--- config.mk ---
export PLATFORM = sky130hd
export DESIGN_NAME = oled_spi_tx_flat
export DESIGN_NICKNAME = d
export VERILOG_FILES = /design/src/rtl/oled_spi_tx_if.sv /design/src/rtl/oled_spi_tx.sv /design/src/flat_wrapper.sv
export SDC_FILE = /design/constraint.sdc
export NUM_CORES = 1
export LEC_CHECK = 0
export BUFFER_PORTS_ARGS = -buffer_cell sky130_fd_sc_hd__buf_4
export CORE_UTILIZATION = 58
export CTS_BUF_LIST = sky130_fd_sc_hd__clkbuf_2
export CTS_CLUSTER_DIAMETER = 150
export DETAILED_ROUTE_END_ITERATION = 10
export HOLD_SLACK_MARGIN = 0.15
export PLACE_DENSITY = 0.94
export SYNTH_ARGS = -nofsm -noshare
export SYNTH_HDL_FRONTEND = slang
export SYNTH_SLANG_ARGS = --single-unit
export TNS_END_PERCENT = 10
--- constraint.sdc ---
create_clock -name clk -period 3.95 [get_ports clk]
set_input_delay 0.1975 -clock clk [delete_from_list [all_inputs] [get_ports clk]]
set_output_delay 0.1975 -clock clk [all_outputs]
set_load 0.02 [all_outputs]
--- src/rtl/oled_spi_tx_if.sv ---
// Byte-level request/response and SPI pin bundle for oled_spi_tx.
// The master side is the frame controller; the slave side is the transmitter.
interface oled_spi_tx_if #(
  parameter int DW = 8
);
  logic          tick;
  logic          start;
  logic [DW-1:0] din;
  logic          dc_in;
  logic          ready;
  logic          done_tick;
  logic          sclk;
  logic          mosi;
  logic          cs_n;
  logic          dc;

  modport master (
    output tick, start, din, dc_in,
    input  ready, done_tick, sclk, mosi, cs_n, dc
  );

  modport slave (
    input  tick, start, din, dc_in,
    output ready, done_tick, sclk, mosi, cs_n, dc
  );
endinterface

--- src/rtl/oled_spi_tx.sv ---
// Tick-paced SPI mode-0 byte transmitter for the OLED serial bus, MSB first,
// with a trailing chip-select hold phase and a one-clock completion strobe.
module oled_spi_tx #(
  parameter int DW = 8,
  parameter int CW = 3
) (
  input  logic          clk,
  input  logic          reset,
  oled_spi_tx_if.slave  bus
);
  typedef enum logic [1:0] {IDLE, LOW, HIGH, HOLD} state_t;

  state_t        state;
  logic [DW-1:0] shreg;
  logic [CW-1:0] bit_cnt;
  logic [DW-1:0] shifted;

  assign shifted = {shreg[DW-2:0], 1'b0};

  // Every pin is a flop so the bus never sees a combinational path from inputs.
  always_ff @(posedge clk or posedge reset) begin
    if (reset) begin
      state         <= IDLE;
      shreg         <= '0;
      bit_cnt       <= '0;
      bus.sclk      <= 1'b0;
      bus.mosi      <= 1'b0;
      bus.cs_n      <= 1'b1;
      bus.dc        <= 1'b0;
      bus.ready     <= 1'b1;
      bus.done_tick <= 1'b0;
    end else begin
      bus.done_tick <= 1'b0;
      case (state)
        IDLE: begin
          if (bus.start) begin
            shreg     <= bus.din;
            bus.dc    <= bus.dc_in;
            bit_cnt   <= '0;
            bus.mosi  <= bus.din[DW-1];
            bus.cs_n  <= 1'b0;
            bus.ready <= 1'b0;
            state     <= LOW;
          end
        end
        LOW: begin
          if (bus.tick) begin
            bus.sclk <= 1'b1;
            state    <= HIGH;
          end
        end
        HIGH: begin
          if (bus.tick) begin
            bus.sclk <= 1'b0;
            // Exit is by compare so the counter never wraps past the last bit.
            if (bit_cnt == CW'(DW - 1)) begin
              state <= HOLD;
            end else begin
              shreg    <= shifted;
              bus.mosi <= shifted[DW-1];
              bit_cnt  <= bit_cnt + 1'b1;
              state    <= LOW;
            end
          end
        end
        HOLD: begin
          if (bus.tick) begin
            bus.cs_n      <= 1'b1;
            bus.mosi      <= 1'b0;
            bus.ready     <= 1'b1;
            bus.done_tick <= 1'b1;
            state         <= IDLE;
          end
        end
        default: state <= IDLE;
      endcase
    end
  end
endmodule
--- src/flat_wrapper.sv ---
// flat-port wrapper written by rule: the top's interface ports become plain ports
module oled_spi_tx_flat 
#(
  parameter int DW = 8,
  parameter int CW = 3
)
  (clk, reset, bus_tick, bus_start, bus_din, bus_dc_in, bus_ready, bus_done_tick, bus_sclk, bus_mosi, bus_cs_n, bus_dc);
  oled_spi_tx_if #(.DW(DW)) bus_i ();
  input  logic clk;
  input  logic reset;
  input wire logic [$bits(bus_i.tick)-1:0] bus_tick;
  input wire logic [$bits(bus_i.start)-1:0] bus_start;
  input wire logic [$bits(bus_i.din)-1:0] bus_din;
  input wire logic [$bits(bus_i.dc_in)-1:0] bus_dc_in;
  output wire logic [$bits(bus_i.ready)-1:0] bus_ready;
  output wire logic [$bits(bus_i.done_tick)-1:0] bus_done_tick;
  output wire logic [$bits(bus_i.sclk)-1:0] bus_sclk;
  output wire logic [$bits(bus_i.mosi)-1:0] bus_mosi;
  output wire logic [$bits(bus_i.cs_n)-1:0] bus_cs_n;
  output wire logic [$bits(bus_i.dc)-1:0] bus_dc;
  assign bus_i.tick = bus_tick;
  assign bus_i.start = bus_start;
  assign bus_i.din = bus_din;
  assign bus_i.dc_in = bus_dc_in;
  assign bus_ready = bus_i.ready;
  assign bus_done_tick = bus_i.done_tick;
  assign bus_sclk = bus_i.sclk;
  assign bus_mosi = bus_i.mosi;
  assign bus_cs_n = bus_i.cs_n;
  assign bus_dc = bus_i.dc;
  oled_spi_tx #(.DW(DW), .CW(CW)) u_core (.clk(clk), .reset(reset), .bus(bus_i));
endmodule
# After elaboration in Yosys (flattened, before gate mapping)
# Cells that the tools add are included.
# word_totals
register_bits,17
elab_cells,54
inputBits,13
out_inout_bits,6
# classes
add_sub_neg,1
n_reduce_logical,11
n_mux,25
eq_ne,9
# ops
operator,n
7-bit two-way mux,3
7-bit case mux with 2 select lines,1
2-bit two-way mux,5
2-bit inequality test (second input constant),5
3-bit two-way mux,3
1-bit two-way mux,8
2-bit case mux with 4 select lines,1
4-bit AND reduction,2
3-bit case mux with 2 select lines,1
3-bit AND reduction,2
2-bit nonzero test,3
5-bit AND reduction,1
2-bit equality test (second input constant),2
1-bit case mux with 2 select lines,2
3-bit by 1-bit adder with 3-bit output (second input constant),1
3-bit equality test (second input constant),1
1-bit case mux with 3 select lines,1
3-bit nonzero test,1
2-bit by 1-bit equality test with 1-bit output (second input constant),1
2-bit zero test,1
2-bit AND reduction,1

# Longest topological paths before layout
# Gate-level depths: netlist (run 1).
# depth
depth_word,4
mapped_depth,5
depth_no_buf,5

# Worst setup path after synthesis (run 1)
# Ideal clock, no wire load.
# synth_path
path_kind,reg-to-reg
start,register u_core.bit_cnt[0]
end,register u_core.shreg[1]
path_buffers,0
arrival_time_ns,1.570
setup_slack_ns,2.255
stages_incl_launch_ff,5
required_ns,3.825
setup_ns,0.125
period_less_slack_ns,1.695
cell_sequence,dfrtp_1 -> ha_1 -> ha_1 -> o31ai_4 -> mux2_2
# synth_between
elab_chain_cells,3
# synth_rtl
element,line_no,text
start: declaration,oled_spi_tx.sv:15,logic [CW-1:0] bit_cnt;
start signal: assignment,oled_spi_tx.sv:61,bit_cnt <= bit_cnt + 1'b1;
3-bit equality test,oled_spi_tx.sv:56,if (bit_cnt == CW'(DW - 1)) begin
2-bit inequality test (no line),--,
4-bit AND reduction (no line),--,
end signal: assignment,oled_spi_tx.sv:37,shreg <= bus.din;
end signal: assignment,oled_spi_tx.sv:59,shreg <= shifted;
end: declaration,oled_spi_tx.sv:14,logic [DW-1:0] shreg;
# No other way between the ends.
# A chain may end at the register's enable or synchronous reset.

# Worst setup path after layout (run 1)
# layout_path
start,register u_core.state[0]
end,register u_core.shreg[2]
# layout_between
elab_chain_cells,3
elab_cells_between_ends,8
classes_between,eq/ne: 4; mux: 1; reduce/logical: 3
# layout_rtl
element,line_no,text
start: declaration,oled_spi_tx.sv:13,state_t state;
start signal: assignment,oled_spi_tx.sv:23,state <= IDLE;
start signal: assignment,oled_spi_tx.sv:43,state <= LOW;
start signal: assignment,oled_spi_tx.sv:49,state <= HIGH;
2-bit equality test or 2-bit zero test (tied branches),oled_spi_tx.sv:34,case (state)
2-bit inequality test (no line) or 2-bit nonzero test (tied branches),--,
4-bit AND reduction (no line),--,
# Several ways; a longest one is shown, not always the timed one.

==> reports/metrics.cfg, run 1 <==
[timing]
skew_ns=0.0118
setup_viol_count_final=0
relSlewSlack=0.533
timing.final.crit_share=0.491
hold_violations=0
setup_tns_ns=0
tightest_slew_ns=0.699
rsz0062_at_grt=false
slew_violations=0
fmax_ghz=0.516
finalCriticalPeriod_ns=1.94

[placed_design]
place_inst=105
place_congestion=0.759
dpl.hpwl_mm=1.13
io_buffers=18

[worst_setup_path]
worstPathCellList=nor2b_1 > mux2_2 > mux2_2
worst-r2r-cell-count=3
critPathTopFamily=multiplexers
critPathRequiredTime_ns=4.15
cp_max_fo=14
cp_num_buf_inv=0
path_depth=3
path_common_cell=mux2_2
cp-start-kind=register
endpoint_kind=register
criticalPathCategory=reg2reg
crit_arrival_ns=2.14
critPathMaxStageDelay_ns=0.62
cp_slowest_cell=nor2b_1

[cells_and_area]
nNetsFinal=114
instances_no_fill=113
layout-drive-gt1-share=0.388
final_util=0.780
num-fill-cells=89
syn_to_final_growth_pct=23.5
antennaDiodeCount=0

[grt]
grt.total_usage=0.222
grt_overflow=0
antenna_found_initial=0
grt_pass1_vias=533
use_met3=0.0333
use_met1=0.253
grt_first_pass_wirelength_mm=2.26
use_met2=0.403
grt_busiest_layer=met2
grt_max_degree=18

[floorplan]
core.rowCount=13
fp.dieW_um=40.1
core_mm2=0.00133
pin_count=19
initial_core_util=0.631
dieHeight_um=40.1
die_area_mm2=0.00161

[pwr]
power_density_mw_per_mm2=669
p_leak_nw=0.494
vdd_drop_max_uv=407

[synth]
yosysWarnings=0
syn_area_um2=842
ys_ff_latch=17
yosysSeqAreaShare=0.507
syn-num-nets=90
synthCells=75
synthTopCellsByArea=dfrtp_1, mux2_2, o21ai_0
synth_top_cell_by_area=dfrtp_1
synth_top_area_share=0.475
avgSynthCellArea_um2=11.2
yosysUniqueCellTypes=21

[route]
vias=605
drt-pass1-iter-count=2
avgViaCountPerCell=5.35
routed_wl_mm=1.53
drc_errors=0
drt-initial-drc-count=8
ant_nets=0
wl_per_cell_um=13.6

[clocking]
clk_pin_slew_ns=0.17
cts_root_buffer=clkbuf_2
h-tree-depth=1
cts.sinks=17
cts_setup_buffers=0
numCtsBuffers=3
clockBufferDepth=2
clk_latency_ns=0.29
cts_tree=done

[run_status]
status=finished, final reports clean

[min_path]
hold_class=in2reg
whs_path_depth=4

[job]
cap_violations=0

worst min-delay path, cell delays in order:
cell     delay (ns)
buf_4          0.09
inv_1          0.03
o21ai_0        0.12
o21ai_0        0.08
worst paths after layout:
kind	startpoint	to	slack [ns]
hold reg to reg	u_core.bus.dc	u_core.bus.dc	0.50
max in group asynchronous	reset	u_core.bit_cnt[0]	3.00
setup / recovery	u_core.state[0]	u_core.shreg[2]	2.01
hold / removal	bus_start	u_core.bus.cs_n	0.21
min in group asynchronous	reset	u_core.shreg[0]	0.53
setup reg to reg	u_core.state[0]	u_core.shreg[2]	2.01
cell usage in the layout (no fill, tap or decap):
cell type      Yosys  layout
buf_4              1      18
dfrtp_1           16      16
mux2_2            13      13
inv_1              8       8
o21ai_0            7       7
nand2_1            6       6
a21oi_1            4       4
dlygate4sd3_1      0       4
nor2b_1            3       3
clkbuf_2           0       3
nor2_1             2       2
nor3b_1            2       2
mux2i_1            2       2
ha_1               2       2
nand2_2            1       1
or3b_1             1       1
o31ai_4            1       1
and3_1             1       1
or4_1              1       1
a22o_1             1       1
clkinv_2           0       1
dfstp_2            1       1
synthesized netlist by cell type:
cell	number
or4_1	1
inv_1	8
nor3b_1	2
and3_1	1
nand2_1	6
buf_4	1
dfrtp_1	16
a22o_1	1
a21oi_1	4
buf_2	1
mux2i_1	2
o21ai_0	7
ha_1	2
or3b_1	1
o31ai_4	1
mux2_2	13
nor2b_1	3
nor2_1	2
clkbuf_1	1
nand2_2	1
dfstp_2	1
what timing repair did:
action,4_1_cts,5_1_grt
resized for setup,0,0
hold endpoints to repair,19,0
hold buffers,4,0
metrics by stage:
step	instance area (µm²)	hold WS (ns)	power, W	setup slack [ns]
floorplan	842	0.123	0.000537	2.26
global placement	980	0.308	0.000602	2.11
detailed placement	980	0.321	0.000624	2.01
CTS	1040	0.200	0.000701	2.01
global route	1040	0.212	0.000745	1.90
finish	1040	0.207	0.000696	2.01
area by class of cell:
type / instances / area, µm² / area share
clock buffer: 3 / 15.0 / 0.0144
tap: 15 / 18.8 / 0.0181
timing repair buffer: 22 / 175 / 0.168
clock inverter: 1 / 5.00 / 0.00481
sequential: 17 / 427 / 0.410
inverter: 8 / 30.0 / 0.0289
multi-input combinational: 47 / 369 / 0.355
routing by layer:
| metal | part of all wire | vias to the layer above |
|---|---|---|
| met5 | 0 | - |
| li1 | - | 298 |
| met4 | 0.0065 | 0 |
| met3 | 0.037 | 2 |
| met2 | 0.52 | 12 |
| met1 | 0.43 | 293 |
registers in the layout (all words and copies together) (netlist names):
name                  flops
u_core.bus.sclk           1
u_core.bus.cs_n           1
u_core.bus.done_tick      1
u_core.shreg              7
u_core.state              2
u_core.bit_cnt            3
u_core.bus.mosi           1
u_core.bus.dc             1
kinds of logic (layout without fill, tap and decap cells):
kind of cell               count (synthesis)  in the layout  synth area share
and+or+nand+nor                           17             17             0.110
adders and majority gates                  2              2            0.0297
muxes                                     15             15             0.198
AOI/OAI and AO/OA                         13             13             0.101
buffers and inverters                     11             34            0.0550
DFF                                       17             17             0.507
power by group:
group | total (W) | switching, W | internal (W)
Combinational | 0.000298 | 0.000137 | 0.000161
Sequential | 0.000322 | 0.0000691 | 0.000253
Clock | 0.0000763 | 0.0000534 | 0.0000229
Total | 0.000696 | 0.000259 | 0.000437
Power figures use the tool's default switching activity.
==> run 2, diff against run 1 <==
CORE_UTILIZATION = 54   (was 58)
PLACE_DENSITY = 0.89   (was 0.94)
clock period = 1.82 ns   (was 3.95 ns; I/O delays follow)
==> run 2 against run 1 <==
  * Worst setup slack lost 1.9 ns
  * Critical path depth grew 1
  * Via count grew 9.8%
  * Design area grew 8.7%
  * Clock-buffer cell count grew 1
  * Total power grew 130%
  * Register-to-register slack lost 1.9 ns
  * Sequential cell count is the same
  * Fmax grew 14%
  * Die area grew 7.1%
  * Utilization grew 3.8 points
==> reports/metrics.cfg, run 2 (same netlist as run 1, synthesis figures left out) <==
[run_status]
status=finished, final reports clean

[placed_design]
io_buffers=18  ; unchanged
place_area_mm2=0.00100  ; +2.3%
dp_slack_ns=0.0414  ; -1.97 ns
place_congestion=0.755  ; -0.57%
dpl.hpwl_mm=1.13  ; -0.31%

[grt]
grt_max_degree=18  ; unchanged
grt_overflow=0  ; unchanged
grt.total_usage=0.224  ; +0.00117
grt_pass1_vias=660  ; +24%
antenna_found_initial=0  ; unchanged
grt_first_pass_wirelength_mm=2.94  ; +30%

[worst_setup_path]
cp_slowest_cell=dfrtp_1
criticalPathCategory=reg2reg
cp-start-kind=register
crit_arrival_ns=1.89  ; -0.25 ns
worstPathCellList=or3b_1 > o31ai_4 > buf_4 > mux2_2
critPathRequiredTime_ns=2.01  ; -2.14 ns
cp_max_fo=9  ; -5
critPathTopFamily=flip-flops
cp_num_buf_inv=1  ; +1
endpoint_kind=register
critPathMaxStageDelay_ns=0.49  ; -0.13 ns

[route]
ant_nets=0  ; unchanged
wl_per_cell_um=14.3  ; +5.6%
avgViaCountPerCell=5.40  ; +0.83%
vias=664  ; +9.8%
routed_wl_mm=1.76  ; +15%
drt-initial-drc-count=8  ; unchanged
drc_errors=0  ; unchanged
drt-pass1-iter-count=4  ; +2

[floorplan]
dieHeight_um=41.5  ; +3.5%
core.rowCount=13  ; unchanged
die_area_mm2=0.00172  ; +7.1%
core_mm2=0.00138  ; +3.7%
pin_count=19  ; unchanged
fp.dieW_um=41.5  ; +3.5%
initial_core_util=0.609  ; -0.0223

[pwr]
p_clk_frac=0.110  ; about the same
seq_power_share=0.423  ; -0.039
vdd_drop_max_uv=938  ; +130%
p_leak_nw=0.539  ; +9.1%
switching_share=0.369  ; -0.00376
p_comb_frac=0.467  ; +0.039
power_density_mw_per_mm2=1420  ; +110%
switchingPower_w=0.000593  ; +130%
internal-power_w=0.00102  ; +130%

[clocking]
cts_tree=done
cts.sinks=17  ; unchanged
clk_pin_slew_ns=0.15  ; -0.02 ns
numCtsBuffers=3  ; unchanged
clockBufferDepth=2  ; unchanged
h-tree-depth=1  ; unchanged
cts_resized=0  ; unchanged
clk_latency_ns=0.30  ; about the same
cts_root_buffer=clkbuf_2

[cells_and_area]
syn_to_final_growth_pct=34.2
design_area_mm2=0.00113  ; +8.7%
antennaDiodeCount=0  ; unchanged
num-fill-cells=75  ; -16%
nNetsFinal=124  ; +8.8%
largest_register_ffs=7  ; unchanged
layout-drive-gt1-share=0.389  ; +0.00113
layout_commonest_cell=buf_4
reg_top3=u_core.shreg: 7 flops, u_core.bit_cnt: 3 flops, u_core.state: 2 flops
mostFrequentLayoutCells=buf_4, dfrtp_1, mux2_2
top_register=u_core.shreg

[timing]
setup_tns_ns=0  ; unchanged
tightest_slew_ns=0.647  ; -0.0522 ns
setup_viol_count_final=0  ; unchanged
skew_ns=0.0195  ; +0.00773 ns
fin_ws_ns=0.116  ; -1.90 ns
finalCriticalPeriod_ns=1.70  ; -0.234 ns
rsz0062_at_grt=false
slew_violations=0  ; unchanged
hold_violations=0  ; unchanged
relSlewSlack=0.568  ; +0.0353
fmax_ghz=0.587  ; +14%
timing.final.crit_share=0.936  ; +0.446

[job]
cap_violations=0  ; unchanged

[min_path]
hold_class=in2reg

==> run 2: changes by cell type in the layout (fill, tap and decap cells not counted), sizes merged <==
| cell | before | now |
|---|---|---|
| clkinv | 1 | 0 |
| clkbuf | 3 | 4 |
| dlygate4sd3 | 4 | 10 |
| buf | 18 | 22 |
==> run 2: worst paths after layout <==
kind	cells past startpoint	to	slack, ns	from
setup / recovery	4	u_core.shreg[1]	0.12	u_core.state[1]
hold / removal	3	u_core.shreg[1]	0.17	bus_din[1]
setup reg to reg	4	u_core.shreg[1]	0.12	u_core.state[1]
hold reg to reg	2	u_core.bus.dc	0.51	u_core.bus.dc
max in group asynchronous	3	u_core.bus.mosi	0.97	reset
min in group asynchronous	3	u_core.shreg[2]	0.41	reset
==> run 2: stage by stage <==
step	utilization	hold slack [ns]	std cells	power, W
after global placement	0.725	0.205	108	0.00136
after global routing	0.817	0.164	123	0.00171
after detailed placement	0.725	0.212	108	0.00140
after floorplan	-	0.0163	75	0.00117
final	0.817	0.168	123	0.00161
after CTS	0.805	0.151	121	0.00159
==> run 2: power groups by stage <==
stage               registers [W]  clock network, W  logic [W]
floorplan                0.000704                 0   0.000461
global placement         0.000670                 0   0.000689
detailed placement       0.000685                 0   0.000716
CTS                      0.000676          0.000177   0.000733
global route             0.000701          0.000193   0.000819
finish                   0.000680          0.000177   0.000750
==> run 2: layer usage <==
layer	GRT usage	vias to the layer above	share of wire
met5	0	-	0
met4	0.103	0	0.022
met3	0.0391	6	0.028
met2	0.391	19	0.54
met1	0.265	319	0.41
li1	-	320	-
==> run 2: timing repair <==
item / in CTS / in global routing
buffers inserted: 0 / 1
hold endpoints to repair: 27 / 1
setup endpoints to repair: 0 / 8
hold buffers: 9 / 1
==> run 2: final cells by class <==
class                           instances  area, µm²  area share
Timing Repair Buffer                   32        265       0.235
Multi-Input combinational cell         47        369       0.327
Clock buffer                            4       20.0      0.0177
Tap cell                               15       18.8      0.0166
Inverter                                8       30.0      0.0266
Sequential cell                        17        427       0.378
==> run 2: worst reg2reg max path: stages (launching register included) <==
cell and delay [ns]:
dfrtp_1 0.49, or3b_1 0.48, o31ai_4 0.08, buf_4 0.20, mux2_2 0.35
==> run 3, diff against run 2 <==
CORE_UTILIZATION = 51   (was 54)
CTS_BUF_LIST = not set   (was sky130_fd_sc_hd__clkbuf_2)
PLACE_DENSITY = 0.85   (was 0.89)
==> run 3 against run 2 <==
  * Die area rose by 5.6%
  * Clock-buffer cell count is 1 lower
  * Sequential power rose by 0.6%
  * Design area decreased by 1.7%
  * Critical path type unchanged
  * Largest cell class unchanged
==> reports/metrics.cfg, run 3 (same netlist as run 1, synthesis figures left out) <==
[run_status]
status=finished, final reports clean

[worst_setup_path]
endpoint_kind=register
cp_num_buf_inv=0  ; -1
criticalPathCategory=reg2reg
critPathRequiredTime_ns=2.01  ; about the same
reg2reg_from=u_core.bit_cnt[0]
critPathMaxStageDelay_ns=0.40  ; -0.09 ns
worstPathCellList=ha_1 > ha_1 > o31ai_4 > mux2_2
regToRegSetupSlack_ns=0.12  ; about the same
crit_arrival_ns=1.89  ; about the same
worst-r2r-cell-count=4  ; unchanged
path_common_cell=ha_1
cp_max_fo=8  ; -1
r2r-end=u_core.shreg[2]
cp_slowest_cell=dfrtp_1
critPathTopFamily=adder cells
cp-start-kind=register

[cells_and_area]
num-fill-cells=121  ; +61%
largest_register_ffs=7  ; unchanged
nNetsFinal=121  ; -2.4%
syn_to_final_growth_pct=31.9
reg_top3=u_core.shreg: 7 flops, u_core.bit_cnt: 3 flops, u_core.state: 2 flops
top_register=u_core.shreg
layout_commonest_cell=buf_4
instances_no_fill=121  ; -1.6%
mostFrequentLayoutCells=buf_4, dfrtp_1, mux2_2
antennaDiodeCount=0  ; unchanged
layout-drive-gt1-share=0.390  ; +0.00159

[timing]
slew_violations=0  ; unchanged
relSlewSlack=0.567  ; -0.00118
setup_tns_ns=0  ; unchanged
fmax_ghz=0.589  ; +0.44%
skew_ns=0.0125  ; -0.00696 ns
finalCriticalPeriod_ns=1.70  ; -0.00739 ns
setup_viol_count_final=0  ; unchanged
rsz0062_at_grt=false
tightest_slew_ns=0.648  ; +0.00176 ns
holdWs_ns=0.159  ; -0.00905 ns
timing.final.crit_share=0.932  ; -0.00406
hold_violations=0  ; unchanged

[min_path]
hold_path_end=u_core.shreg[4]
hp-start=bus_din[4]
hold_class=in2reg
whs_path_depth=3  ; unchanged

[grt]
grt_pass1_vias=630  ; -4.5%
grt_busiest_layer=met2
use_met3=0.0259  ; -0.0133
grt_first_pass_wirelength_mm=2.60  ; -12%
grt.total_usage=0.197  ; -0.0264
use_met2=0.345  ; -0.0452
use_met1=0.235  ; -0.0305
grt_max_degree=18  ; unchanged
antenna_found_initial=0  ; unchanged
grt_overflow=0  ; unchanged

[placed_design]
dpl.hpwl_mm=1.11  ; -1.9%
place_congestion=0.716  ; -5.2%
place_inst=109  ; +0.93%
io_buffers=18  ; unchanged

[floorplan]
fp.dieW_um=42.6  ; +2.8%
pin_count=19  ; unchanged
initial_core_util=0.553  ; -0.0565
die_area_mm2=0.00182  ; +5.6%
core_mm2=0.00152  ; +10%
dieHeight_um=42.6  ; +2.8%
core.rowCount=14  ; +1

[route]
avgViaCountPerCell=5.21  ; -3.4%
ant_nets=0  ; unchanged
drc_errors=0  ; unchanged
drt-pass1-iter-count=4  ; unchanged
routed_wl_mm=1.54  ; -13%
vias=631  ; -5.0%
drt-initial-drc-count=7  ; -1
wl_per_cell_um=12.7  ; -11%

[pwr]
power_w=0.00160  ; -0.73%
power_density_mw_per_mm2=1440  ; +0.94%
p_leak_nw=0.527  ; -2.3%
vdd_drop_max_uv=998  ; +6.4%

[clocking]
cts.sinks=17  ; unchanged
clk_latency_ns=0.30  ; about the same
h-tree-depth=1  ; unchanged
cts_setup_buffers=0  ; unchanged
cts_tree=done
cts_root_buffer=clkbuf_4
clk_pin_slew_ns=0.10  ; -0.05 ns
clockBufferDepth=2  ; unchanged
cts_resized=0  ; unchanged
numCtsBuffers=3  ; unchanged

[job]
cap_violations=0  ; unchanged

==> run 3: changes by cell type in the layout (fill, tap and decap cells not counted), sizes merged <==
cell / before / now
clkbuf: 4 / 3
clkinv: 0 / 1
dlygate4sd3: 10 / 8
buf: 22 / 21
==> run 3: worst max path at each step <==
stage / startpoint / endpoint / slack, ns / cells after the start
floorplan: u_core.bit_cnt[0] / u_core.shreg[1] / 0.13 / 4
global placement: u_core.bit_cnt[0] / u_core.shreg[4] / 0.12 / 4
detailed placement: u_core.bit_cnt[0] / u_core.shreg[2] / 0.07 / 4
CTS: u_core.bit_cnt[0] / u_core.shreg[4] / 0.07 / 4
global route: u_core.bit_cnt[0] / u_core.shreg[4] / 0.04 / 4
finish: u_core.bit_cnt[0] / u_core.shreg[2] / 0.12 / 4
==> run 3: power by group <==
group	switching [W]	total (W)	leakage (nW)	internal, W
Combinational	0.000319	0.000712	0.303	0.000392
Clock	0.000118	0.000200	0.0177	0.0000819
Sequential	0.000135	0.000684	0.207	0.000550
Total	0.000572	0.00160	0.527	0.00102
==> run 3: layout make-up <==
| class | count | area (µm²) | share of cell area |
|---|---|---|---|
| multi-input combinational | 47 | 369 | 0.332 |
| tap | 16 | 20.0 | 0.0180 |
| clock buffer | 3 | 22.5 | 0.0203 |
| inverter | 8 | 30.0 | 0.0270 |
| clock inverter | 1 | 5.00 | 0.00450 |
| timing repair buffer | 29 | 238 | 0.214 |
| sequential | 17 | 427 | 0.384 |
==> run 3: timing repair <==
| item | 4_1_cts | 5_1_grt |
|---|---|---|
| hold buffers | 8 | 0 |
| endpoints found under the hold margin | 26 | 0 |
| setup endpoints to repair | 0 | 5 |
==> run 3: per-stage QoR <==
step | worst slack, ns | area, µm² | util
final | 0.123 | 1110 | 0.729
after global routing | 0.0353 | 1110 | 0.729
after CTS | 0.0749 | 1110 | 0.729
after detailed placement | 0.0719 | 1000 | 0.658
after global placement | 0.119 | 1000 | 0.658
after floorplan | 0.125 | 842 | -
==> run 3: worst reg2reg max path, delay by kind of cell (launching register included) <==
family / cells / cell delay (ns)
fa+ha+maj: 2 / 0.42
flops: 1 / 0.40
compound gates: 1 / 0.39
mux: 1 / 0.39
==> run 3: routing by layer <==
metal	wire, µm	part of all wire
met5	0	0
met4	32	0.021
met3	52	0.034
met2	779	0.51
met1	672	0.44
